[config.mk]
export PLATFORM = sky130hd
export DESIGN_NAME = dat_write_status
export DESIGN_NICKNAME = d
export VERILOG_FILES = /design/src/rtl/dat_write_status.sv
export SDC_FILE = /design/constraint.sdc
export NUM_CORES = 1
export LEC_CHECK = 0
export ABC_AREA = 0
export BUFFER_PORTS_ARGS = -buffer_cell sky130_fd_sc_hd__buf_2
export CAP_MARGIN = 20
export CORE_ASPECT_RATIO = 0.75
export CORE_MARGIN = 2
export CORE_UTILIZATION = 25
export CTS_CLUSTER_DIAMETER = 200
export CTS_CLUSTER_SIZE = 8
export DETAILED_ROUTE_END_ITERATION = 16
export PLACE_DENSITY = 0.49
export SYNTH_ARGS = -nofsm -noshare
export SYNTH_HDL_FRONTEND = slang
export SYNTH_SLANG_ARGS = --single-unit
export TNS_END_PERCENT = 100
[constraint.sdc]
create_clock -name clk_i -period 8.6 [get_ports clk_i]
set_clock_uncertainty 0.1 [all_clocks]
set_input_delay 0.86 -clock clk_i [delete_from_list [all_inputs] [get_ports clk_i]]
set_output_delay 0.86 -clock clk_i [all_outputs]
set_load 0.1 [all_outputs]
[src/rtl/dat_write_status.sv]
// dat_write_status
//   Tracks the card's response after a write data block has been sent. It
//   collects the CRC status token (start bit, 3-bit token, end bit) from DAT0,
//   then waits out the busy phase. DAT0 low means the card is busy, and a
//   bounded counter turns a stuck-busy card into a timeout.
//
// Parameters
//   StartWindow    max SD clock strobes to wait for the CRC status start bit
//   TimeoutBase    busy timeout exponent base
//
// Ports
//   clk_i          clock
//   rst_ni         synchronous active-low reset
//   sd_clk_en_p_i  SD clock rising-edge strobe; DAT0 is only sampled on it
//   dat0_i         DAT0 line from the card
//   start_i        one-cycle pulse after the write block end bit is driven
//   abort_i        software DAT reset; aborts any operation
//   timeout_bits_i data timeout counter value field (sampled at start_i)
//   busy_o         status or busy phase in progress
//   done_o         one-cycle completion pulse
//   crc_err_o, write_err_o, token_err_o, end_bit_err_o, timeout_o
//                  result flags; valid while done_o=1 and held until next start
module dat_write_status #(
  parameter int StartWindow = 16,
  parameter int TimeoutBase = 13
) (
  input  logic       clk_i,
  input  logic       rst_ni,
  input  logic       sd_clk_en_p_i,
  input  logic       dat0_i,
  input  logic       start_i,
  input  logic       abort_i,
  input  logic [3:0] timeout_bits_i,
  output logic       busy_o,
  output logic       done_o,
  output logic       crc_err_o,
  output logic       write_err_o,
  output logic       token_err_o,
  output logic       end_bit_err_o,
  output logic       timeout_o
);

  localparam int WinW = (StartWindow < 2) ? 1 : $clog2(StartWindow);
  localparam logic [WinW-1:0] WinLast = WinW'(StartWindow - 1);

  typedef enum logic [2:0] {
    IDLE,
    WAIT_START,
    TOKEN,
    END_BIT,
    BUSY,
    DONE
  } state_e;

  state_e          state_q, state_d;
  logic [WinW-1:0] win_cnt_q, win_cnt_d;
  logic [1:0]      bit_cnt_q, bit_cnt_d;
  logic [2:0]      token_q, token_d;
  logic [27:0]     busy_cnt_q, busy_cnt_d;
  logic [3:0]      tbits_q, tbits_d;
  logic            busy_q, busy_d;
  logic            done_q, done_d;
  logic            crc_err_q, crc_err_d;
  logic            write_err_q, write_err_d;
  logic            token_err_q, token_err_d;
  logic            end_bit_err_q, end_bit_err_d;
  logic            timeout_q, timeout_d;

  logic [2:0]      token_shift;
  logic [27:0]     busy_cnt_inc;
  logic [27:0]     busy_limit;

  // Busy timeout fires when the count reaches 2^(TimeoutBase+N)-1.
  always_comb begin
    busy_limit = (28'd1 << (5'(TimeoutBase) + {1'b0, tbits_q})) - 28'd1;
  end

  always_comb begin
    state_d       = state_q;
    win_cnt_d     = win_cnt_q;
    bit_cnt_d     = bit_cnt_q;
    token_d       = token_q;
    busy_cnt_d    = busy_cnt_q;
    tbits_d       = tbits_q;
    crc_err_d     = crc_err_q;
    write_err_d   = write_err_q;
    token_err_d   = token_err_q;
    end_bit_err_d = end_bit_err_q;
    timeout_d     = timeout_q;
    token_shift   = {token_q[1:0], dat0_i};
    busy_cnt_inc  = busy_cnt_q + 28'd1;

    case (state_q)
      IDLE: begin
        if (start_i) begin
          state_d       = WAIT_START;
          win_cnt_d     = '0;
          bit_cnt_d     = '0;
          token_d       = '0;
          busy_cnt_d    = '0;
          // Field value 15 is reserved; treat it as the largest legal one.
          tbits_d       = (timeout_bits_i == 4'hF) ? 4'hE : timeout_bits_i;
          crc_err_d     = 1'b0;
          write_err_d   = 1'b0;
          token_err_d   = 1'b0;
          end_bit_err_d = 1'b0;
          timeout_d     = 1'b0;
        end
      end
      WAIT_START: begin
        if (sd_clk_en_p_i) begin
          if (!dat0_i) begin
            state_d   = TOKEN;
            bit_cnt_d = '0;
          end else begin
            win_cnt_d = win_cnt_q + WinW'(1);
            if (win_cnt_q == WinLast) begin
              token_err_d = 1'b1;
              state_d     = DONE;
            end
          end
        end
      end
      TOKEN: begin
        if (sd_clk_en_p_i) begin
          token_d   = token_shift;
          bit_cnt_d = bit_cnt_q + 2'd1;
          if (bit_cnt_q == 2'd2) begin
            state_d = END_BIT;
            case (token_shift)
              3'b010:  ;
              3'b101:  crc_err_d   = 1'b1;
              3'b110:  write_err_d = 1'b1;
              default: token_err_d = 1'b1;
            endcase
          end
        end
      end
      END_BIT: begin
        if (sd_clk_en_p_i) begin
          if (!dat0_i) end_bit_err_d = 1'b1;
          state_d    = BUSY;
          busy_cnt_d = '0;
        end
      end
      BUSY: begin
        if (sd_clk_en_p_i) begin
          if (dat0_i) begin
            state_d = DONE;
          end else begin
            busy_cnt_d = busy_cnt_inc;
            if (busy_cnt_inc == busy_limit) begin
              timeout_d = 1'b1;
              state_d   = DONE;
            end
          end
        end
      end
      DONE: begin
        state_d = IDLE;
      end
      default: begin
        state_d = IDLE;
      end
    endcase

    // Abort overrides everything, including a start in the same cycle.
    if (abort_i) begin
      state_d       = IDLE;
      crc_err_d     = 1'b0;
      write_err_d   = 1'b0;
      token_err_d   = 1'b0;
      end_bit_err_d = 1'b0;
      timeout_d     = 1'b0;
    end

    // Status outputs are registered versions of the next state.
    busy_d = (state_d == WAIT_START) || (state_d == TOKEN) ||
             (state_d == END_BIT) || (state_d == BUSY);
    done_d = (state_d == DONE);
  end

  always_ff @(posedge clk_i) begin
    if (!rst_ni) begin
      state_q       <= IDLE;
      win_cnt_q     <= '0;
      bit_cnt_q     <= '0;
      token_q       <= '0;
      busy_cnt_q    <= '0;
      tbits_q       <= '0;
      busy_q        <= 1'b0;
      done_q        <= 1'b0;
      crc_err_q     <= 1'b0;
      write_err_q   <= 1'b0;
      token_err_q   <= 1'b0;
      end_bit_err_q <= 1'b0;
      timeout_q     <= 1'b0;
    end else begin
      state_q       <= state_d;
      win_cnt_q     <= win_cnt_d;
      bit_cnt_q     <= bit_cnt_d;
      token_q       <= token_d;
      busy_cnt_q    <= busy_cnt_d;
      tbits_q       <= tbits_d;
      busy_q        <= busy_d;
      done_q        <= done_d;
      crc_err_q     <= crc_err_d;
      write_err_q   <= write_err_d;
      token_err_q   <= token_err_d;
      end_bit_err_q <= end_bit_err_d;
      timeout_q     <= timeout_d;
    end
  end

  assign busy_o        = busy_q;
  assign done_o        = done_q;
  assign crc_err_o     = crc_err_q;
  assign write_err_o   = write_err_q;
  assign token_err_o   = token_err_q;
  assign end_bit_err_o = end_bit_err_q;
  assign timeout_o     = timeout_q;

endmodule
==> impl_metrics.env, run 1 <==
export IMPL_status="finished clean"
export IMPL_synth_compound_area_share_pct=19.15
export IMPL_numCtsBuffers=5
export IMPL_fmax_ghz=0.2963
export IMPL_hpwlAfterDp_um=6505
export IMPL_arrival_ns=3.51
export IMPL_setup_viol=0
export IMPL_worstSetupStartpointType="flop"
export IMPL_worst_path_max_fanout=14
export IMPL_ys_seq_area_share_pct=28.42
export IMPL_ir_drop_uv=75.82
export IMPL_rows=37
export IMPL_final_common_cell="nand2_1"
export IMPL_worstPathRequired_ns=8.73
export IMPL_dpl_worst_slack_ns=5.276
export IMPL_synthAdderAreaFrac_pct=1.421
export IMPL_slew_violations=0
export IMPL_drcViolationCount=0
export IMPL_initialDrtViolationCount=287
export IMPL_synth_async_reset_ratio_pct=0
export IMPL_maxCapViolCount=0
export IMPL_finalHoldViolations=0
export IMPL_core_area_um2=13750
export IMPL_cts_max_level=2
export IMPL_holdBufCountCts=0
export IMPL_ant_nets=0
export IMPL_cts_tree="yes"
export IMPL_gp_congestion=0.8945
export IMPL_cts_resized=0
export IMPL_slew_headroom_pct=32.00
export IMPL_start_util_pct=25.62
export IMPL_die_w_um=141.1
export IMPL_synth_distinct_cells=62
export IMPL_dr_pass1_iters=5
export IMPL_place_port_buffers=16
export IMPL_crit_end="timeout_o"
export IMPL_r2r_worst_path_cells=8
export IMPL_vias=3364
export IMPL_drive_gt1_share_pct=7.479
export IMPL_min_path_type="reg2reg"
export IMPL_synthMuxAreaShare_pct=2.629
export IMPL_worst_pin_slew_ns=1.006
export IMPL_post_cts_buffers=0
export IMPL_fin_crit_sh_pct=39.24
export IMPL_yosys_warnings=0
export IMPL_die_area_um2=15060
export IMPL_postSynthCellCount=481
export IMPL_cts_sinks=50
export IMPL_setup_tns_ns=0
export IMPL_syn_area_um2=3522
export IMPL_startpoint="busy_cnt_q[4]"
export IMPL_area_growth_syn_to_layout_pct=8.348
export IMPL_synth_avg_cell_area_um2=7.323
export IMPL_wirelength_um=9214
export IMPL_nets=481
export IMPL_mostFrequentLayoutCells="58 x nand2_1, 50 x dfxtp_1, 33 x nor2_1"
export IMPL_clkLatencyLatePin_ns=0.30
export IMPL_overflow=0
export IMPL_diodes=0
export IMPL_p_leak_nw=1.326
export IMPL_worst_setup_path_end_kind="flop"
export IMPL_vias_per_cell=5.232
export IMPL_r2r_start="busy_cnt_q[4]"
export IMPL_io_pins=17
export IMPL_root_buffer="clkbuf_16"
export IMPL_die_h_um=106.8
export IMPL_rrSetupSlack_ns=5.23
export IMPL_grt_pass1_wl_um=15340
export IMPL_grt_pass1_vias=2985
export IMPL_clk_transition_reported_paths_ns=0.07
export IMPL_wl_per_cell_um=14.33
export IMPL_setup_ws_ns=5.225
export IMPL_grt_max_degree=41
export IMPL_p_per_area_nw_per_um2=128.3
export IMPL_path_class="reg2reg"
export IMPL_post_route_min_period_ns=3.375
export IMPL_synth_edf_count=0
export IMPL_synth_top_family_by_area="simple AND/OR/NAND/NOR gates"
export IMPL_synthSimpleGateAreaFrac_pct=35.31
export IMPL_rr_endpoint="timeout_o"
export IMPL_cts_buffer_depth=2
export IMPL_synthXorXnorAreaFrac_pct=7.211
export IMPL_antenna_found_initial=0
export IMPL_grt_usage_pct=12.57
export IMPL_synth_seq_cells=50
export IMPL_ys_flop_type="dfxtp_1"
export IMPL_rsz0062_at_grt="no"
## stage by stage
stage	std cells	util, %	hold WS (ns)	area, um2	power (mW)
after floorplan	482	-	0.3544	3526	0.2805
after global placement	635	26.69	0.3488	3670	0.2915
after detailed placement	635	26.69	0.3453	3670	0.2921
after CTS	643	27.76	0.3575	3816	0.4987
after global routing	643	27.76	0.3792	3816	0.5134
final	643	27.76	0.3553	3816	0.4898
## layer usage
layer  wire, um  track usage (%)  up-vias
li1           -                -     1694
met1       4827            18.89     1571
met2       3788            18.01       89
met3        482            2.590       10
met4        115            3.429        0
met5          0                0        -
## kinds of logic after synthesis
kind of cell / Yosys count
and+or+nand+nor: 233
AOI/OAI and AO/OA: 106
DFF: 50
buffers and inverters: 49
xor gates and xnor gates: 29
muxes: 9
adders and majority gates: 4
other: 1
## critical path: stages (launching register included)
cell	delay (ns)
dfxtp_1	0.55
nand3_1	0.24
or3_1	0.49
or4_4	0.59
or4_1	0.48
a21oi_1	0.21
nand2_1	0.07
or4_1	0.51
o21ai_1	0.08
## cells in the mapped netlist, drive strengths merged, types with 2 or more instances
cell / number / area [um2]
nand2: 58 / 217.7
dfxtp: 50 / 1001
nor2: 34 / 127.6
clkbuf: 31 / 117.6
o21ai: 30 / 150.1
a21oi: 24 / 120.1
nor2b: 23 / 143.9
nand3: 20 / 100.1
nand4: 20 / 131.4
nor3: 20 / 100.1
xnor2: 17 / 148.9
and2: 14 / 87.58
xor2: 12 / 105.1
a31oi: 10 / 62.56
inv: 10 / 37.54
buf: 8 / 47.54
mux2i: 7 / 70.07
nor4: 7 / 43.79
and3: 6 / 37.54
nand3b: 6 / 45.04
o211a: 6 / 60.06
o21a: 6 / 45.04
and4: 5 / 45.04
or4: 5 / 41.29
a21boi: 4 / 30.03
ha: 4 / 50.05
o211ai: 4 / 30.03
o22ai: 3 / 18.77
o31ai: 3 / 22.52
a211oi: 2 / 15.01
a22oi: 2 / 15.01
mux2: 2 / 22.52
nand4b: 2 / 17.52
nor4b: 2 / 17.52
nor4bb: 2 / 20.02
o32ai: 2 / 17.52
or2: 2 / 12.51
or3: 2 / 12.51
## report_power, final
group	internal, mW	total (mW)	switching, mW
Sequential	0.233	0.239	0.00593
Combinational	0.0176	0.0478	0.0302
Clock	0.108	0.203	0.0946
## flip-flops by register name, summed over array words and instances (netlist names)
signal         cells
bit_cnt_q          2
token_q            2
write_err_o        1
timeout_o          1
win_cnt_q          4
busy_cnt_q        28
token_err_o        1
tbits_q            4
crc_err_o          1
end_bit_err_o      1
busy_o             1
done_o             1
state_q            3
## worst min path at each step
stage | cells after the start | start | to | slack (ns)
final | 2 | timeout_o | timeout_o | 0.36
after global routing | 2 | crc_err_o | crc_err_o | 0.38
after CTS | 2 | timeout_o | timeout_o | 0.36
after detailed placement | 2 | timeout_o | timeout_o | 0.35
after global placement | 2 | crc_err_o | crc_err_o | 0.35
after floorplan | 2 | token_q[1] | token_q[1] | 0.35
## final cells by class
class / count / area, um2
multi-input cells: 383 / 2325
well taps: 175 / 219.0
flip-flops and latches: 50 / 1001
clock buffers: 5 / 125.1
repair buffers: 17 / 87.58
fillers: 1471 / 9933
inverters: 10 / 37.54
clock inverters: 3 / 21.27
(Power assumes the default switching activity.)
==> run 2: changes to the inputs <==
--- a/config.mk
+++ b/config.mk
@@ -14,7 +14,7 @@
 export CTS_CLUSTER_DIAMETER = 200
 export CTS_CLUSTER_SIZE = 8
 export DETAILED_ROUTE_END_ITERATION = 16
-export PLACE_DENSITY = 0.49
+export PLACE_DENSITY = 0.51
 export SYNTH_ARGS = -nofsm -noshare
 export SYNTH_HDL_FRONTEND = slang
 export SYNTH_SLANG_ARGS = --single-unit
==> constraint.sdc (replaced) <==
create_clock -name clk_i -period 3.1 [get_ports clk_i]
set_clock_uncertainty 0.1 [all_clocks]
set_input_delay 0.31 -clock clk_i [delete_from_list [all_inputs] [get_ports clk_i]]
set_output_delay 0.31 -clock clk_i [all_outputs]
set_load 0.1 [all_outputs]
==> run 2 against run 1 <==
Against the previous run:
- clock power rose to 2.9 times the previous value
- first-iteration DRC count up 4.9%
- maximum frequency up 15%
- register-to-register slack worse by 5.1 ns
- die area unchanged
- via count up 4.3%
- hold slack worse by 0.16 ns
- critical endpoint unchanged
- final area up 8.4%
- flip-flop and latch count unchanged
- combinational power rose to 3.1 times the previous value
==> impl_metrics.env, run 2 (synthesis results as in run 1) <==
export IMPL_status="finished clean"
export IMPL_initialDrtViolationCount=301
export IMPL_slew_headroom_pct=47.38
export IMPL_path_class="reg2reg"
export IMPL_overflow=0
export IMPL_min_path_type="in2reg"
export IMPL_worst_path_max_fanout=6
export IMPL_setup_viol=0
export IMPL_cp_slowest_cell="or4_4"
export IMPL_r2r_start="busy_cnt_q[7]"
export IMPL_slew_violations=0
export IMPL_hold_ws_ns=0.1906
export IMPL_wl_per_cell_um=14.39
export IMPL_cpLargestDelayFamily="simple AND/OR/NAND/NOR gates"
export IMPL_ir_drop_uv=312.8
export IMPL_clk_transition_reported_paths_ns=0.07
export IMPL_arrival_ns=3.06
export IMPL_p_total_mw=1.397
export IMPL_core_area_um2=13750
export IMPL_worst_setup_path_end_kind="flop"
export IMPL_cts_sinks=50
export IMPL_setup_tns_ns=0
export IMPL_placed_area_um2=3953
export IMPL_antenna_found_initial=0
export IMPL_min_delay_start="timeout_bits_i[2]"
export IMPL_vias=3509
export IMPL_area_growth_syn_to_layout_pct=17.48
export IMPL_numCtsBuffers=5
export IMPL_worst_pin_slew_ns=0.7875
export IMPL_grt_usage_pct=13.31
export IMPL_hpwlAfterDp_um=7157
export IMPL_cts_tree="yes"
export IMPL_worstPathRequired_ns=3.23
export IMPL_grt_pass1_wl_um=16110
export IMPL_io_pins=17
export IMPL_cts_buffer_depth=2
export IMPL_fmax_ghz=0.3414
export IMPL_nets=520
export IMPL_r2r_worst_path_cells=8
export IMPL_place_port_buffers=16
export IMPL_worstPathBufferInverterCount=0
export IMPL_p_leak_nw=1.536
export IMPL_top_register="busy_cnt_q"
export IMPL_hold_end="tbits_q[2]"
export IMPL_hold_depth=3
export IMPL_maxCapViolCount=0
export IMPL_fin_crit_sh_pct=94.48
export IMPL_largest_reg_flops=28
export IMPL_drcViolationCount=0
export IMPL_mostFrequentLayoutCells="58 x nand2_1, 48 x dfxtp_1, 40 x buf_4"
export IMPL_rr_endpoint="timeout_o"
export IMPL_die_h_um=106.8
export IMPL_path_cells="nand2_1 -> or3_1 -> or4_4 -> or4_1 -> a21oi_2 -> nand2_1 -> or4_1 -> o21ai_1"
export IMPL_grt_pass1_vias=3124
export IMPL_grt_max_degree=35
export IMPL_diodes=0
export IMPL_fin_area_um2=4138
export IMPL_die_area_um2=15060
export IMPL_ant_nets=0
export IMPL_rsz0062_at_grt="no"
export IMPL_root_buffer="clkbuf_16"
export IMPL_finalHoldViolations=0
export IMPL_wirelength_um=9816
export IMPL_dr_pass1_iters=5
export IMPL_clkLatencyLatePin_ns=0.30
export IMPL_rrSetupSlack_ns=0.17
export IMPL_worstSetupStartpointType="flop"
export IMPL_slowest_delay_ns=0.56
export IMPL_start_util_pct=25.62
export IMPL_post_route_min_period_ns=2.929
export IMPL_fill_cells=1466
export IMPL_cts_max_level=2
export IMPL_rows=37
export IMPL_drive_gt1_share_pct=15.58
export IMPL_gp_congestion=0.8610
export IMPL_p_per_area_nw_per_um2=337.6
export IMPL_fin_util_pct=30.09
export IMPL_final_common_cell="nand2_1"
export IMPL_die_w_um=141.1
export IMPL_top_regs="busy_cnt_q: 28 flops, tbits_q: 4 flops, win_cnt_q: 4 flops"
export IMPL_vias_per_cell=5.145
[run 2: per-layer routing]
metal / global-route usage, % / wire, um
met4: 2.214 / 29
met2: 19.09 / 3961
met1: 20.46 / 5334
met3: 2.814 / 490
met5: 0 / 0
[run 2: repair_timing]
action / CTS / global route
setup endpoints to repair: 0 / 2
hold buffers: 0 / 0
gates resized for setup: 0 / 7
buffers inserted: 0 / 1
[run 2: worst max path at each step]
stage	startpoint	to	slack [ns]	depth (start not counted)
3_5_place_dp	busy_cnt_q[0]	done_o	0.08	8
3_3_place_gp	busy_cnt_q[0]	done_o	0.04	8
6_report	busy_cnt_q[7]	timeout_o	0.17	8
5_1_grt	busy_cnt_q[7]	timeout_o	0.006	8
2_1_floorplan	busy_cnt_q[3]	timeout_o	0.07	10
4_1_cts	busy_cnt_q[0]	done_o	0.05	8
[run 2: where the power goes]
group / total, mW / internal [mW] / switching, mW
clock: 0.591 / 0.310 / 0.281
combinational: 0.148 / 0.0562 / 0.0915
sequential: 0.658 / 0.647 / 0.0107
total: 1.40 / 1.01 / 0.383
[run 2: worst reg2reg max path, delay by kind of cell (launching register included)]
family             cells  cell delay [ns]
and+or+nand+nor        6             2.09
DFF                    1             0.42
AOI/OAI and AO/OA      2             0.26
[run 2: layout make-up]
cell class                      instances  area (um2)  area share [%]
Timing Repair Buffer                   56       380.4           9.193
Inverter                               10       37.54          0.9072
Multi-Input combinational cell        383        2344           56.64
Clock buffer                            5       125.1           3.024
Clock inverter                          3       28.78          0.6955
Sequential cell                        50        1003           24.25
Tap cell                              175       219.0           5.292
[run 2: stage by stage]
stage / instances / setup WS (ns)
final: 682 / 0.1710
after global routing: 682 / 0.006101
after CTS: 681 / 0.05069
after detailed placement: 673 / 0.08198
after global placement: 673 / 0.04443
after floorplan: 482 / 0.07099
==> run 3: changes to the inputs <==
--- a/config.mk
+++ b/config.mk
@@ -5,7 +5,7 @@
 export SDC_FILE = /design/constraint.sdc
 export NUM_CORES = 1
 export LEC_CHECK = 0
-export ABC_AREA = 0
+export ABC_AREA = 1
 export BUFFER_PORTS_ARGS = -buffer_cell sky130_fd_sc_hd__buf_2
 export CAP_MARGIN = 20
 export CORE_ASPECT_RATIO = 0.75
==> run 3 against run 2 <==
Against the previous run:
- sequential share of layout area grew 0.15 points
- critical endpoint is now busy_o
- sequential power up 0.6%
- largest power group unchanged
- via count increased by 8.2%
==> impl_metrics.env, run 3 <==
export IMPL_core_area_um2=14310
export IMPL_slowest_delay_ns=0.42
export IMPL_synthMuxAreaShare_pct=0
export IMPL_hold_ws_ns=0.1422
export IMPL_antenna_found_initial=0
export IMPL_diodes=0
export IMPL_start_util_pct=25.35
export IMPL_cts_buffer_depth=2
export IMPL_grt_usage_pct=14.42
export IMPL_met2_length_um=4008
export IMPL_grt_pass1_vias=3403
export IMPL_m1WireLength_um=6016
export IMPL_stdcell_count=845
export IMPL_startpoint="busy_cnt_q[11]"
export IMPL_min_delay_start="abort_i"
export IMPL_rsz0062_at_grt="no"
export IMPL_vias_per_cell=4.493
export IMPL_post_synth_top_count_cell="nand2_1"
export IMPL_r2r_start="busy_cnt_q[11]"
export IMPL_grt_pass1_wl_um=17570
export IMPL_min_path_type="in2reg"
export IMPL_cpLargestDelayFamily="simple AND/OR/NAND/NOR gates"
export IMPL_post_route_min_period_ns=2.767
export IMPL_overflow=0
export IMPL_numCtsBuffers=5
export IMPL_top_register="busy_cnt_q"
export IMPL_grt_max_degree=34
export IMPL_cts_tree="yes"
export IMPL_synth_area_leaders="dfxtp_1 28%, nand2_1 22%, nor2_1 9.4%, inv_1 7.1%, nand3_1 6.9%"
export IMPL_p_per_area_nw_per_um2=350.6
export IMPL_ir_drop_uv=196.4
export IMPL_ys_top_cells_by_count="216 x nand2_1, 91 x nor2_1, 69 x inv_1"
export IMPL_finalHoldViolations=0
export IMPL_p_leak_nw=1.746
export IMPL_die_area_um2=15500
export IMPL_hpwlAfterDp_um=8226
export IMPL_synth_compound_area_share_pct=12.34
export IMPL_worstSetupStartpointType="flop"
export IMPL_largest_reg_flops=28
export IMPL_yosys_warnings=0
export IMPL_root_buffer="clkbuf_16"
export IMPL_yosysTopAreaCell="dfxtp_1"
export IMPL_post_cts_buffers=0
export IMPL_ys_flop_type="dfxtp_1"
export IMPL_vias=3797
export IMPL_synth_distinct_cells=37
export IMPL_gp_congestion=0.8502
export IMPL_route_met3_wl_um=550
export IMPL_synth_top_area_share_pct=27.59
export IMPL_path_class="reg2reg"
export IMPL_arrival_ns=2.87
export IMPL_fmax_ghz=0.3614
export IMPL_die_w_um=143.1
export IMPL_holdBufCountCts=0
export IMPL_worst_path_max_fanout=5
export IMPL_syn_area_um2=3628
export IMPL_die_h_um=108.3
export IMPL_wirelength_um=10620
export IMPL_synth_avg_cell_area_um2=5.787
export IMPL_mostFrequentLayoutCells="216 x nand2_1, 91 x nor2_1, 69 x inv_1"
export IMPL_clk_transition_reported_paths_ns=0.08
export IMPL_synth_seq_cells=50
export IMPL_worstPathRequired_ns=3.20
export IMPL_cts_sinks=50
export IMPL_slew_violations=0
export IMPL_cp_slowest_cell="dfxtp_1"
export IMPL_wl_per_cell_um=12.56
export IMPL_ys_seq_area_share_pct=27.59
export IMPL_synth_top_family_by_area="simple AND/OR/NAND/NOR gates"
export IMPL_setup_tns_ns=0
export IMPL_cts_max_level=2
export IMPL_nets=658
export IMPL_area_growth_syn_to_layout_pct=13.07
export IMPL_worstPathBufferInverterCount=0
export IMPL_synthXorXnorAreaFrac_pct=0.4828
export IMPL_ant_nets=0
export IMPL_maxCapViolCount=0
export IMPL_setup_viol=0
export IMPL_synthSimpleGateAreaFrac_pct=49.31
export IMPL_rows=38
export IMPL_synth_async_reset_ratio_pct=0
export IMPL_fin_crit_sh_pct=89.26
export IMPL_worst_setup_path_end_kind="flop"
export IMPL_clkLatencyLatePin_ns=0.30
export IMPL_status="finished clean"
export IMPL_final_common_cell="nand2_1"
export IMPL_postSynthCellCount=627
export IMPL_top_regs="busy_cnt_q: 28 flops, tbits_q: 4 flops, win_cnt_q: 4 flops"
export IMPL_top_layer="met4"
export IMPL_drcViolationCount=0
export IMPL_path_cells="nand2_1 -> nor2_1 -> nand2_1 -> nor2_4 -> nand2_1 -> nand2_1 -> nand2_1 -> nand2_1 -> nand2_1 -> nor2_1 -> nand2_1 -> nor2_1 -> nand3_1 -> nand2_1 -> nand2_1 -> nand2_1 -> nand2_1 -> nand2_1 -> nand2_1 -> nand2_1 -> nor2_1"
export IMPL_synth_edf_count=0
export IMPL_cts_resized=0
export IMPL_drive_gt1_share_pct=8.217
export IMPL_dp_cells=837
export IMPL_crit_top_cell="nand2_1"
export IMPL_initialDrtViolationCount=304
export IMPL_synthAdderAreaFrac_pct=1.379
export IMPL_dr_pass1_iters=5
export IMPL_io_pins=17
export IMPL_place_port_buffers=16
## run 3: where the power goes
| group | internal [mW] | leakage (nW) | switching (mW) |
|---|---|---|---|
| clock | 0.326 | 0.0735 | 0.285 |
| combinational | 0.0463 | 1.27 | 0.120 |
| sequential | 0.652 | 0.405 | 0.00971 |
| total | 1.02 | 1.75 | 0.414 |
## run 3: worst paths after layout
check / endpoint / slack [ns] / cells past startpoint
hold / removal: state_q[2] / 0.14 / 2
setup reg to reg: busy_o / 0.33 / 21
hold reg to reg: token_err_o / 0.37 / 2
setup / recovery: busy_o / 0.33 / 21
## run 3: worst register-to-register path, stage by stage (launching register included)
cell and delay (ns):
dfxtp_1 0.42, nand2_1 0.14, nor2_1 0.22, nand2_1 0.23
nor2_4 0.23, nand2_1 0.07, nand2_1 0.08, nand2_1 0.07
nand2_1 0.06, nand2_1 0.04, nor2_1 0.19, nand2_1 0.10
nor2_1 0.12, nand3_1 0.12, nand2_1 0.08, nand2_1 0.04
nand2_1 0.05, nand2_1 0.07, nand2_1 0.08, nand2_1 0.07
nand2_1 0.06, nor2_1 0.03
## run 3: metrics by stage
stage	cell area (um2)	utilization, %	worst slack, ns	power (mW)
2_1_floorplan	3632	-	0.9232	0.7899
3_3_place_gp	3948	27.58	0.4278	0.8412
3_5_place_dp	3948	27.58	0.4249	0.8381
4_1_cts	4103	28.67	0.4002	1.443
5_1_grt	4103	28.67	0.03427	1.492
6_report	4103	28.67	0.3329	1.439
## run 3: cells by family (layout without fill, tap and decap cells)
logic type / Yosys count / count (layout)
AND/OR/NAND/NOR: 407 / 407
buffers and inverters: 85 / 102
AO/OA/AOI/OAI: 78 / 78
flip-flops: 50 / 50
adder cells (fa/ha/maj): 4 / 4
XOR/XNOR: 2 / 2
other: 1 / 2
## run 3: per-layer routing
| metal | vias up | track usage [%] |
|---|---|---|
| li1 | 2028 | - |
| met1 | 1685 | 22.64 |
| met2 | 80 | 20.68 |
| met3 | 4 | 2.170 |
| met4 | 0 | 2.405 |
| met5 | - | 0 |
## run 3: area by class of cell
| class | count | area (um2) |
|---|---|---|
| Clock buffer | 6 | 138.9 |
| Clock inverter | 2 | 16.27 |
| Sequential cell | 50 | 1001 |
| Multi-Input combinational cell | 493 | 2312 |
| Tap cell | 200 | 250.2 |
| Timing Repair Buffer | 19 | 102.6 |
| Inverter | 75 | 281.5 |
| Fill cell | 1610 | 10210 |
